## config.mk

```make
export PLATFORM = sky130hd
export DESIGN_NAME = program_loader
export DESIGN_NICKNAME = d
export VERILOG_FILES = /design/src/rtl/loader_pkg.sv /design/src/rtl/byte_packer.sv /design/src/rtl/program_loader.sv
export SDC_FILE = /design/constraint.sdc
export NUM_CORES = 1
export LEC_CHECK = 0
export BUFFER_PORTS_ARGS = -buffer_cell sky130_fd_sc_hd__buf_2
export CAP_MARGIN = 10
export CORE_AREA = 2 2 154 126
export CTS_BUF_LIST = sky130_fd_sc_hd__clkbuf_16
export DETAILED_ROUTE_END_ITERATION = 8
export DIE_AREA = 0 0 156 128
export PLACE_DENSITY = 0.63
export SLEW_MARGIN = 30
export SYNTH_ARGS = -nofsm -noshare
export SYNTH_HDL_FRONTEND = slang
export SYNTH_SLANG_ARGS = --single-unit
```

## constraint.sdc

```tcl
create_clock -name clock -period 5.53 [get_ports clock]
set_input_delay 0.553 -clock clock [delete_from_list [all_inputs] [get_ports clock]]
set_output_delay 0.553 -clock clock [all_outputs]
set_load 0.05 [all_outputs]
```

## src/rtl/loader_pkg.sv

```systemverilog
// Shared types and constants for the boot-time program loader.
package loader_pkg;

  localparam int unsigned HeaderBytes = 4;

  typedef enum logic [2:0] {
    StHeader,
    StPayload,
    StReleaseWrite,
    StReleaseFetch,
    StRun,
    StError
  } LoaderState;

endpackage

```

## src/rtl/byte_packer.sv

```systemverilog
// Shifts bytes into a little-endian 32-bit word; word_valid_o marks the byte that completes it.
module byte_packer
  import loader_pkg::*;
(
  input  logic        clk_i,
  input  logic        rst_ni,
  input  logic        clear_i,
  input  logic        valid_i,
  input  logic [7:0]  data_i,
  output logic [31:0] word_o,
  output logic        word_valid_o,
  output logic        partial_o
);

  localparam logic [1:0] LastByte = 2'(HeaderBytes - 1);

  logic [1:0]  cnt_q, cnt_d, cnt_base;
  logic [23:0] shift_q, shift_d, shift_base;

  // A clear and a byte in the same cycle: the byte starts a fresh word.
  always_comb begin
    cnt_base   = clear_i ? 2'd0 : cnt_q;
    shift_base = clear_i ? 24'd0 : shift_q;
    cnt_d      = cnt_base;
    shift_d    = shift_base;
    if (valid_i) begin
      cnt_d   = cnt_base + 2'd1;
      shift_d = {data_i, shift_base[23:8]};
    end
  end

  assign word_o       = {data_i, shift_base};
  assign word_valid_o = valid_i && (cnt_base == LastByte);
  assign partial_o    = (cnt_q != 2'd0);

  always_ff @(posedge clk_i or negedge rst_ni) begin
    if (!rst_ni) begin
      cnt_q   <= 2'd0;
      shift_q <= 24'd0;
    end else begin
      cnt_q   <= cnt_d;
      shift_q <= shift_d;
    end
  end

endmodule

```

## src/rtl/program_loader.sv

```systemverilog
// Boot sequencer: loads a length-prefixed UART image into memory, then hands the port to the core.
module program_loader
  import loader_pkg::*;
#(
  parameter int unsigned MEMORY_BYTES   = 65536,
  parameter int unsigned TIMEOUT_CYCLES = 25_000_000
) (
  input  logic        clock,
  input  logic        reset,
  input  logic        rx_valid,
  input  logic [7:0]  rx_data,
  input  logic [31:0] cpu_read_address,
  input  logic [31:0] cpu_write_address,
  input  logic [31:0] cpu_write_data,
  input  logic [3:0]  cpu_write_enable,
  output logic        cpu_reset,
  output logic [31:0] memory_read_address,
  output logic [31:0] memory_write_address,
  output logic [31:0] memory_write_data,
  output logic [3:0]  memory_write_enable,
  output logic        busy,
  output logic        error
);

  localparam int unsigned IdxW     = $clog2(MEMORY_BYTES / 4) + 1;
  localparam int unsigned TimeoutW = $clog2(TIMEOUT_CYCLES + 1);
  localparam logic [TimeoutW-1:0] TimeoutMax = TimeoutW'(TIMEOUT_CYCLES);

  LoaderState          state_q, state_d;
  logic [IdxW-1:0]     word_idx_q, word_idx_d;
  logic [IdxW-1:0]     words_total_q, words_total_d;
  logic [TimeoutW-1:0] idle_q, idle_d;
  logic [31:0]         wr_addr_q, wr_addr_d;
  logic [31:0]         wr_data_q, wr_data_d;
  logic [3:0]          wr_en_q, wr_en_d;

  logic        rx_take;
  logic        active;
  logic        timeout;
  logic [31:0] word;
  logic        word_valid;
  logic        partial;
  logic        run;

  assign rx_take = rx_valid && (state_q == StHeader || state_q == StPayload);
  assign active  = (state_q == StHeader && partial) || state_q == StPayload;
  assign timeout = active && (idle_q == TimeoutMax);

  byte_packer u_byte_packer (
    .clk_i        (clock),
    .rst_ni       (reset),
    .clear_i      (timeout),
    .valid_i      (rx_take),
    .data_i       (rx_data),
    .word_o       (word),
    .word_valid_o (word_valid),
    .partial_o    (partial)
  );

  always_comb begin
    state_d       = state_q;
    word_idx_d    = word_idx_q;
    words_total_d = words_total_q;
    wr_addr_d     = wr_addr_q;
    wr_data_d     = wr_data_q;
    wr_en_d       = 4'h0;

    if (!active || rx_take || timeout) begin
      idle_d = '0;
    end else if (idle_q != TimeoutMax) begin
      idle_d = idle_q + 1'b1;
    end else begin
      idle_d = idle_q;
    end

    case (state_q)
      StHeader: begin
        if (word_valid) begin
          if (word[1:0] != 2'b00 || word > 32'(MEMORY_BYTES)) begin
            state_d = StError;
          end else if (word == 32'd0) begin
            state_d = StReleaseWrite;
          end else begin
            state_d       = StPayload;
            word_idx_d    = '0;
            words_total_d = word[IdxW+1:2];
          end
        end
      end
      StPayload: begin
        if (timeout) begin
          state_d       = StHeader;
          word_idx_d    = '0;
          words_total_d = '0;
        end else if (word_valid) begin
          wr_en_d    = 4'hf;
          wr_addr_d  = 32'({word_idx_q, 2'b00});
          wr_data_d  = word;
          word_idx_d = word_idx_q + 1'b1;
          // Leave on the last word so the final write lands in the release cycle.
          if (word_idx_d == words_total_q) begin
            state_d = StReleaseWrite;
          end
        end
      end
      StReleaseWrite: state_d = StReleaseFetch;
      StReleaseFetch: state_d = StRun;
      StRun:          state_d = StRun;
      StError:        state_d = StError;
      default:        state_d = StError;
    endcase
  end

  always_ff @(posedge clock or negedge reset) begin
    if (!reset) begin
      state_q       <= StHeader;
      word_idx_q    <= '0;
      words_total_q <= '0;
      idle_q        <= '0;
      wr_addr_q     <= 32'd0;
      wr_data_q     <= 32'd0;
      wr_en_q       <= 4'h0;
    end else begin
      state_q       <= state_d;
      word_idx_q    <= word_idx_d;
      words_total_q <= words_total_d;
      idle_q        <= idle_d;
      wr_addr_q     <= wr_addr_d;
      wr_data_q     <= wr_data_d;
      wr_en_q       <= wr_en_d;
    end
  end

  assign run = (state_q == StRun);

  assign cpu_reset            = !run;
  assign busy                 = !(run || state_q == StError);
  assign error                = (state_q == StError);
  assign memory_read_address  = run ? cpu_read_address  : 32'd0;
  assign memory_write_address = run ? cpu_write_address : wr_addr_q;
  assign memory_write_data    = run ? cpu_write_data    : wr_data_q;
  assign memory_write_enable  = run ? cpu_write_enable  : wr_en_q;

endmodule

```

======== Yosys cells after proc, flatten, opt, wreduce, memory -nomap -nowiden ========
Cells that the tools add are included.
word-level totals
  word-level logic and storage cells ...... 84
  register bits ........................... 135
  input bits .............................. 111
cells by class
  order comparisons ....................... 1
  mux-type cells .......................... 31
  add/subtract/negate cells ............... 3
  reductions and logical operators ........ 24
  eq/ne operators ......................... 15
  bitwise operators ....................... 1
operator list
  operator                                                                count
  15-bit 2-to-1 mux                                                       9
  32-bit 2-to-1 mux                                                       3
  15-bit case mux with 2 select lines                                     2
  25-bit 2-to-1 mux                                                       2
  24-bit 2-to-1 mux                                                       2
  32-bit by 17-bit > comparator with 1-bit output, second input constant  1
  32-bit zero test                                                        1
  25-bit by 1-bit adder with 25-bit output, second input constant         1
  25-bit == test, second input constant                                   1
  25-bit != test, second input constant                                   1
  4-bit 2-to-1 mux                                                        4
  15-bit by 1-bit adder with 15-bit output, second input constant         1
  15-bit == test                                                          1
  3-bit 2-to-1 mux                                                        5
  3-bit case mux with 4 select lines                                      1
  5-bit AND reduction                                                     2
  2-bit nonzero test                                                      4
  3-bit by 2-bit == test with 1-bit output, second input constant         2
  3-bit == test, second input constant                                    2
  1-bit logical OR                                                        6
  2-bit 2-to-1 mux                                                        3
  2-bit != test, second input constant                                    3
  3-bit by 2-bit != test with 1-bit output, second input constant         2
  3-bit AND reduction                                                     2
  9 further kinds                                                         14

======== Logic depth before layout (Yosys ltp) ========
Gate-level depths: netlist of run 1.
  depth in word-level cells ............... 10
  depth in mapped cells ................... 14
  depth with buffers taken out ............ 13

======== By module ========
From an unflattened synthesis of run 1, not the netlist that was laid out.
unflattened totals
  cells, all modules ...................... 721
  area, all modules ....................... 7399.6 µm²
modules (own cells, without submodules)
  module          times used  cells each  sequential area each (µm²)  area each (µm²)
  program_loader  1           609         2652.5                      6109.6
  byte_packer     1           112         650.6                       1290.0

======== Least setup slack after synthesis of run 1 ========
OpenSTA, ideal clock, no wires.
  path kind ............................... flip-flop to output port
  from .................................... register state_q[1]
  to ...................................... output port memory_write_enable[0]
  buffers on the path ..................... 3
  path slack .............................. 2465 ps
  cell stages (with the launch flop) ...... 9
  data arrival time ....................... 2512 ps
  data required time ...................... 4977 ps
  cell sequence ........................... dfrtp_1 > buf_2 > nand2b_1 > nor2_1 > clkbuf_1 > buf_1 > inv_1 > nand2_1 > nand2_1
between the ends
  longest elaborated chain between the ends .. 2
RTL lines
  item                    line                   source
  start, declared         program_loader.sv:29   LoaderState state_q, state_d;
  start signal, assigned  program_loader.sv:116  state_q <= StHeader;
  start signal, assigned  program_loader.sv:124  state_q <= state_d;
  3-bit == test           program_loader.sv:134  assign run = (state_q == StRun);
  4-bit 2-to-1 mux        program_loader.sv:142  assign memory_write_enable = run ? cpu_write_enable : wr_en_q;
  end, declared           program_loader.sv:20   output logic [3:0] memory_write_enable,
Every way passes these cells.

======== Worst setup path in the final report of run 1 ========
  from .................................... register idle_q[0]
  to ...................................... register words_total_q[13]
between the ends
  longest elaborated chain between the ends .. 7
  elaborated cells between the ends (all ways) .. 19
  those cells by class .................... order compare (1); eq/ne (6); mux (6); reduce/logical (6)
RTL lines
  item                                                                                         line                                  source
  start, declared                                                                              program_loader.sv:32                  logic [TimeoutW-1:0] idle_q, idle_d;
  start signal, assigned                                                                       program_loader.sv:127                 idle_q <= idle_d;
  25-bit == test *                                                                             program_loader.sv:47                  assign timeout = active && (idle_q == TimeoutMax);
  1-bit logical AND *                                                                          program_loader.sv:47
  24-bit 2-to-1 mux or 2-bit 2-to-1 mux (tied branches)                                        byte_packer.sv:23, byte_packer.sv:22
  32-bit by 17-bit > comparator with 1-bit output, or another cell as far along                program_loader.sv:79                  if (word[1:0] != 2'b00 || word > 32'(MEMORY_BYTES)) begin
  1-bit logical OR, or another cell as far along                                               program_loader.sv:79
  2-bit != test (no source line), or another cell as far along                                 n/a
  5-bit AND reduction (no source line) or 15-bit case mux with 2 select lines (tied branches)  n/a
  end signal, assigned                                                                         program_loader.sv:126                 words_total_q <= words_total_d;
  end, declared                                                                                program_loader.sv:31                  logic [IdxW-1:0] words_total_q, words_total_d;
Every way passes the cells marked *; elsewhere a longest branch is shown, timed or not. The select of a mux whose other input is x is not followed.
A chain may end at the register's enable or synchronous reset.

==> results.sh, run 1 <==
export IMPL_synthCells=827
export IMPL_place_area_um2=8467
export IMPL_place_inst=1233
export IMPL_end_kind="flip-flop"
export IMPL_synth_seq_cells=132
export IMPL_worstPathArrival_ns=3.75
export IMPL_r2r_start="idle_q[0]$_DFFE_PN0P_"
export IMPL_clock_latency_ns=0.42
export IMPL_p_leak_uw=0.004629
export IMPL_fin_cells=1265
export IMPL_rsz0062_at_grt="no"
export IMPL_layout_min_cycle_time_ns=3.490
export IMPL_drt_wirelength_per_cell_um=14.51
export IMPL_grt_pass1_vias=5951
export IMPL_synth_flop_cell="dfrtp_1"
export IMPL_initial_core_util_pct=39.32
export IMPL_worstMarginPinSlew_ns=0.8941
export IMPL_ios=214
export IMPL_cts_root_buf="clkbuf_16"
export IMPL_htreeDepth=4
export IMPL_yosysTopAreaCell="dfrtp_1"
export IMPL_drc=0
export IMPL_cts_reportedPaths_clkPinSlew_ns=0.06
export IMPL_postCtsSetupBuffers=0
export IMPL_cts_made_buffers=17
export IMPL_viasPerCell=4.968
export IMPL_dr_pass1_iters=4
export IMPL_fin_area_um2=9051
export IMPL_netlist_area_leader_share_pct=45.35
export IMPL_finalSetupViolCount=0
export IMPL_syn_area_per_cell_um2=8.807
export IMPL_place_congestion=0.8792
export IMPL_slew_violations=0
export IMPL_status="finished, final reports clean"
export IMPL_worstPathMaxFanout=30
export IMPL_combPwrFrac_pct=2.9
export IMPL_slowest_stage="o211a_1"
export IMPL_grt_use_total_pct=18.39
export IMPL_ys_top_cells_by_area="dfrtp_1 (45%), nand2_1 (12%), mux2_2 (7.4%)"
export IMPL_drt_iter0_drc=540
export IMPL_start_kind="flip-flop"
export IMPL_relSlewSlack_pct=40.39
export IMPL_hold_path_class="primary input to async pin"
export IMPL_overflow=0
export IMPL_io_buffer_count=213
export IMPL_grt_pass1_wl_um=29630
export IMPL_clock_sinks=132
export IMPL_r2r_end="words_total_q[13]$_DFFE_PN0P_"
export IMPL_ys_seq_area_share_pct=45.35
export IMPL_dieWidth_um=156
export IMPL_die_height_um=128
export IMPL_antennaDiodeCount=0
export IMPL_area_growth_pct=24.27
export IMPL_clockPowerShare_pct=51.8
export IMPL_synth_edf_count=0
export IMPL_cts_buffer_depth=2
export IMPL_dp_hpwl_um=12850
export IMPL_ant_nets=0
export IMPL_cts_resized=0
export IMPL_design_core_area_um2=18520
export IMPL_cpPeakStageDelay_ns=0.58
export IMPL_p_sw_share_pct=22.34
export IMPL_rows=45
export IMPL_grt_max_degree=59
export IMPL_path_class="flip-flop to flip-flop"
export IMPL_intPower_uw=1666
export IMPL_post_synth_top_count_cell="nand2_1"
export IMPL_ys_types=64
export IMPL_fin_tns_setup_ns=0
export IMPL_dr_total_vias=6284
export IMPL_worst_hold_slack_ns=0.1194
export IMPL_r2r_cells=13
export IMPL_maxCapViolCount=0
export IMPL_power_frac_seq_pct=45.4
export IMPL_switchingPower_uw=479.2
export IMPL_worstPathCellList="inv_1 -> ha_1 -> nand3b_1 -> or3_1 -> or3_1 -> and2_1 -> ha_1 -> nand2_1 -> nor2_1 -> nor4b_4 -> o211a_1 -> nand3_1 -> o21ai_1"
export IMPL_p_per_area_nw_per_um2=237.0
export IMPL_fmax_mhz=286.6
export IMPL_drt_wl_total_um=18350
export IMPL_dieArea_um2=19970
export IMPL_regToRegSetupSlack_ns=2.04
export IMPL_drive_gt1_share_pct=31.36
export IMPL_layout_nets=1132
export IMPL_cts_tree="done"
export IMPL_peakVddDrop_mv=0.1642
export IMPL_ys_warnings_count=0
export IMPL_grt_antenna_before_repair=1
export IMPL_hold_viol_final=0
export IMPL_fin_worst_skew_ns=0.01141
export IMPL_async_reset_ff_share_pct=100.0
export IMPL_post_route_period_util_pct=63.10
export IMPL_critPathRequiredTime_ns=5.79
export IMPL_netlist_area_um2=7283
export IMPL_synthTopCellsByCount="nand2_1 (228), dfrtp_1 (132), and2_1 (53)"
export IMPL_syn_nets=942
export IMPL_postCtsHoldBufs=0
## power by group through the flow
stage	logic (uW)	clock network (uW)	registers (uW)
floorplan	4.27	0	989
global placement	62.8	0	991
detailed placement	63.8	0	991
CTS	63.9	1130	973
global route	70.6	1170	973
finish	61.6	1110	973
## cell type report
type,instances,area [um2]
inverters,24,90.09
fillers,1765,9473
multi-input cells,622,3661
clock inverters,15,156.4
flip-flops and latches,132,3303
clock buffers,17,425.4
well taps,235,294.0
repair buffers,220,1121
## layout by cell type, fill, tap and decap left out, types with 4 or more instances in the layout
master,n
o21ai_0,17
nor4_1,11
nand4_1,11
a21oi_1,24
o41ai_1,4
mux2_2,48
dfrtp_1,132
nand3_1,28
nor3_1,7
xnor2_1,20
clkinv_4,4
and3_1,7
nand3b_1,4
nand2_1,228
buf_4,8
xor2_1,18
inv_1,24
or3_1,5
nor2_1,49
clkbuf_16,17
o21ai_1,23
and2_1,53
buf_2,212
ha_1,4
a31oi_1,8
## metrics by stage
step / total power (uW) / util, % / setup slack (ns)
after floorplan: 993.7 / - / 2.465
after global placement: 1053 / 45.71 / 2.245
after detailed placement: 1054 / 45.71 / 2.084
after CTS: 2169 / 48.85 / 2.049
after global routing: 2218 / 48.86 / 1.727
final: 2145 / 48.86 / 2.040
## worst max path at each step
stage                                 startpoint                             to  slack, ns  cells after the start
after floorplan           state_q[1]$_DFFE_PN0P_         memory_write_enable[0]       2.46                      8
after global placement     idle_q[0]$_DFFE_PN0P_   words_total_q[4]$_DFFE_PN0P_       2.24                     13
after detailed placement   idle_q[1]$_DFFE_PN0P_  words_total_q[13]$_DFFE_PN0P_       2.08                     13
after CTS                  idle_q[0]$_DFFE_PN0P_  words_total_q[13]$_DFFE_PN0P_       2.05                     13
after global routing      state_q[0]$_DFFE_PN0P_  words_total_q[13]$_DFFE_PN0P_       1.73                     10
final                      idle_q[0]$_DFFE_PN0P_  words_total_q[13]$_DFFE_PN0P_       2.04                     13
## worst max-delay path: cells and delay by family, from the launching register on
family,cells,cell delay (ns)
adders and majority gates,2,0.35
and+or+nand+nor,8,1.79
DFF,1,0.41
buffers and inverters,1,0.07
AOI/OAI and AO/OA,2,0.68
## flip-flops by register name, summed over array words and instances (netlist names)
| register | cells |
|---|---|
| u_byte_packer.shift_q | 24 |
| u_byte_packer.cnt_q | 2 |
| words_total_q | 15 |
| word_idx_q | 15 |
| state_q | 3 |
| wr_en_q | 1 |
| idle_q | 25 |
| wr_addr_q | 15 |
| wr_data_q | 32 |
## metal layers
layer	track usage (%)	wire, um	share of wire, %	vias to the layer above
met5	0	11	0.060	-
met4	4.101	62	0.34	2
met3	4.192	1094	6.0	7
met2	28.08	8329	45	170
met1	26.72	8853	48	2946
li1	-	-	-	3159
## cell families after synthesis
family                     share of synthesized area, %
DFF                                               45.35
muxes                                             7.559
buffers and inverters                             4.587
and+or+nand+nor                                   27.71
AOI/OAI and AO/OA                                 9.535
adders and majority gates                        0.6872
xor gates and xnor gates                          4.570
Power figures use the tool's default switching activity.
==> run 2: changes to the inputs <==
- PLACE_DENSITY: 0.63 -> 0.65
- clock period: 5.53 -> 3 ns (I/O delays scaled with it)
==> run 2 against run 1 <==
Utilization grew 0.95 points. Cell count grew 1.0%. Sequential cell count is the same. Fmax grew 21%. Clock power grew 72%. Worst hold slack lost 0.0078 ns. Critical path depth shrank 5. Non-clock buffer count grew 17. Sequential share of layout area shrank 0.69 points. Combinational power grew 93%. Critical endpoint is now state_q[2]$_DFFE_PN0P_. Highest routed layer is now met4.
==> results.sh, run 2 (synthesis results as in run 1) <==
export IMPL_status="finished, final reports clean"
export IMPL_p_sw_share_pct=20.91
export IMPL_dr_wl_met2_um=8590
export IMPL_io_buffer_count=213
export IMPL_reg_largest_list="wr_data_q (32), idle_q (25), u_byte_packer.shift_q (24)"
export IMPL_dr_total_vias=6479
export IMPL_path_class="flip-flop to flip-flop"
export IMPL_final_cell_mix="nand2_1 (228), buf_2 (212), dfrtp_1 (132), and2_1 (52), nor2_1 (49)"
export IMPL_intPower_uw=3024
export IMPL_relSlewSlack_pct=40.59
export IMPL_largest_register="wr_data_q"
export IMPL_fmax_mhz=347.5
export IMPL_ant_nets=0
export IMPL_grt_antenna_before_repair=0
export IMPL_dieWidth_um=156
export IMPL_cts_root_buf="clkbuf_16"
export IMPL_ios=214
export IMPL_cts_buffer_depth=2
export IMPL_largest_register_ffs=32
export IMPL_peakVddDrop_mv=0.2521
export IMPL_initial_core_util_pct=39.32
export IMPL_cpPeakStageDelay_ns=0.44
export IMPL_post_route_period_util_pct=95.94
export IMPL_slew_violations=0
export IMPL_grt_use_total_pct=19.14
export IMPL_dp_hpwl_um=13320
export IMPL_path_buf_inv=0
export IMPL_antennaDiodeCount=0
export IMPL_worstPathMaxFanout=7
export IMPL_grt_max_degree=82
export IMPL_fin_tns_setup_ns=0
export IMPL_rows=45
export IMPL_grt_pass1_wl_um=30280
export IMPL_dieArea_um2=19970
export IMPL_switchingPower_uw=799.3
export IMPL_highest_signal_layer="met4"
export IMPL_drt_wl_total_um=18910
export IMPL_wl_met1_um=8818
export IMPL_worst_hold_slack_ns=0.1117
export IMPL_fin_worst_skew_ns=0.005307
export IMPL_slowest_stage="a2111oi_4"
export IMPL_htreeDepth=4
export IMPL_wl_met3_um=1330
export IMPL_hold_path_class="primary input to flip-flop"
export IMPL_dr_pass1_iters=5
export IMPL_clock_latency_ns=0.42
export IMPL_drt_wirelength_per_cell_um=14.80
export IMPL_design_core_area_um2=18520
export IMPL_place_congestion=0.8700
export IMPL_die_height_um=128
export IMPL_layout_commonest_cell="nand2_1"
export IMPL_clock_sinks=132
export IMPL_cts_reportedPaths_clkPinSlew_ns=0.05
export IMPL_finalPower_uw=3824
export IMPL_fin_area_um2=9226
export IMPL_fin_cells=1278
export IMPL_layout_nets=1149
export IMPL_p_leak_uw=0.004717
export IMPL_worstPathCellList="ha_1 -> and3_1 -> nand4_1 -> a2111oi_4 -> nand4_1 -> a2111oi_4 -> a211oi_2 -> o41ai_2"
export IMPL_hold_viol_final=0
export IMPL_drive_gt1_share_pct=32.12
export IMPL_grt_pass1_vias=5998
export IMPL_clockPowerShare_pct=49.9
export IMPL_power_frac_seq_pct=47.0
export IMPL_finalSetupViolCount=0
export IMPL_drc=0
export IMPL_end_kind="flip-flop"
export IMPL_drt_iter0_drc=465
export IMPL_p_per_area_nw_per_um2=414.4
export IMPL_place_inst=1248
export IMPL_maxCapViolCount=0
export IMPL_place_area_um2=8630
export IMPL_worstMarginPinSlew_ns=0.8829
export IMPL_cts_tree="done"
export IMPL_viasPerCell=5.070
export IMPL_critPathRequiredTime_ns=3.32
export IMPL_layout_min_cycle_time_ns=2.878
export IMPL_crit_family="compound AO/OA/AOI/OAI gates"
export IMPL_cts_made_buffers=17
export IMPL_combPwrFrac_pct=3.1
export IMPL_overflow=0
export IMPL_worstPathArrival_ns=3.20
export IMPL_start_kind="flip-flop"
export IMPL_area_growth_pct=26.68
## run 2: per-layer routing
layer / track usage (%) / vias to the layer above
li1: - / 3192
met1: 27.33 / 3021
met2: 28.89 / 250
met3: 5.105 / 16
met4: 5.019 / 0
met5: 0 / -
## run 2: what timing repair did
item / in CTS / in global routing
gates resized for setup: 2 / 6
hold endpoints to repair: 43 / 0
setup buffers: 0 / 1
setup endpoints to repair: 2 / 40
pin swaps: 0 / 4
gates cloned: 0 / 0
hold buffers: 1 / 0
## run 2: final timing paths
| check | start | end | slack, ns | cells past startpoint |
|---|---|---|---|---|
| worst max-delay path | word_idx_q[1]$_DFFE_PN0P_ | state_q[2]$_DFFE_PN0P_ | 0.12 | 8 |
| worst min register to register | wr_addr_q[8]$_DFFE_PN0P_ | wr_addr_q[8]$_DFFE_PN0P_ | 0.47 | 2 |
| worst max register to register | word_idx_q[1]$_DFFE_PN0P_ | state_q[2]$_DFFE_PN0P_ | 0.12 | 8 |
| worst min-delay path | rx_data[1] | wr_data_q[25]$_DFFE_PN0P_ | 0.11 | 3 |
| max in group asynchronous | reset | u_byte_packer.shift_q[14]$_DFF_PN0_ | 1.85 | 3 |
| min in group asynchronous | reset | wr_addr_q[7]$_DFFE_PN0P_ | 0.44 | 2 |
## run 2: worst reg2reg max path, cell delays in order, from the launching register on
cell and delay [ns]:
dfrtp_1 0.43, ha_1 0.33, and3_1 0.37, nand4_1 0.26, a2111oi_4 0.45, nand4_1 0.20, a2111oi_4 0.38, a211oi_2 0.08
o41ai_2 0.28
## run 2: metrics by stage
stage	worst slack [ns]	util (%)
2_1_floorplan	0.1877	-
3_3_place_gp	0.1914	46.59
3_5_place_dp	-0.05813	46.59
4_1_cts	0.08657	49.50
5_1_grt	-0.01438	49.81
6_report	0.1219	49.81
## run 2: cell type report
class / count / area (um2)
Clock inverter: 11 / 98.84
Tap cell: 235 / 294.0
Clock buffer: 17 / 425.4
Sequential cell: 132 / 3303
Multi-Input combinational cell: 622 / 3697
Inverter: 24 / 90.09
Timing Repair Buffer: 237 / 1318
Fill cell: 1773 / 9298
## run 2: power groups by stage
stage	logic [uW]	clock network [uW]	registers, uW
5_1_grt	136	2030	1800
6_report	119	1910	1800
3_5_place_dp	121	0	1830
2_1_floorplan	7.87	0	1820
3_3_place_gp	118	0	1830
4_1_cts	122	1930	1800
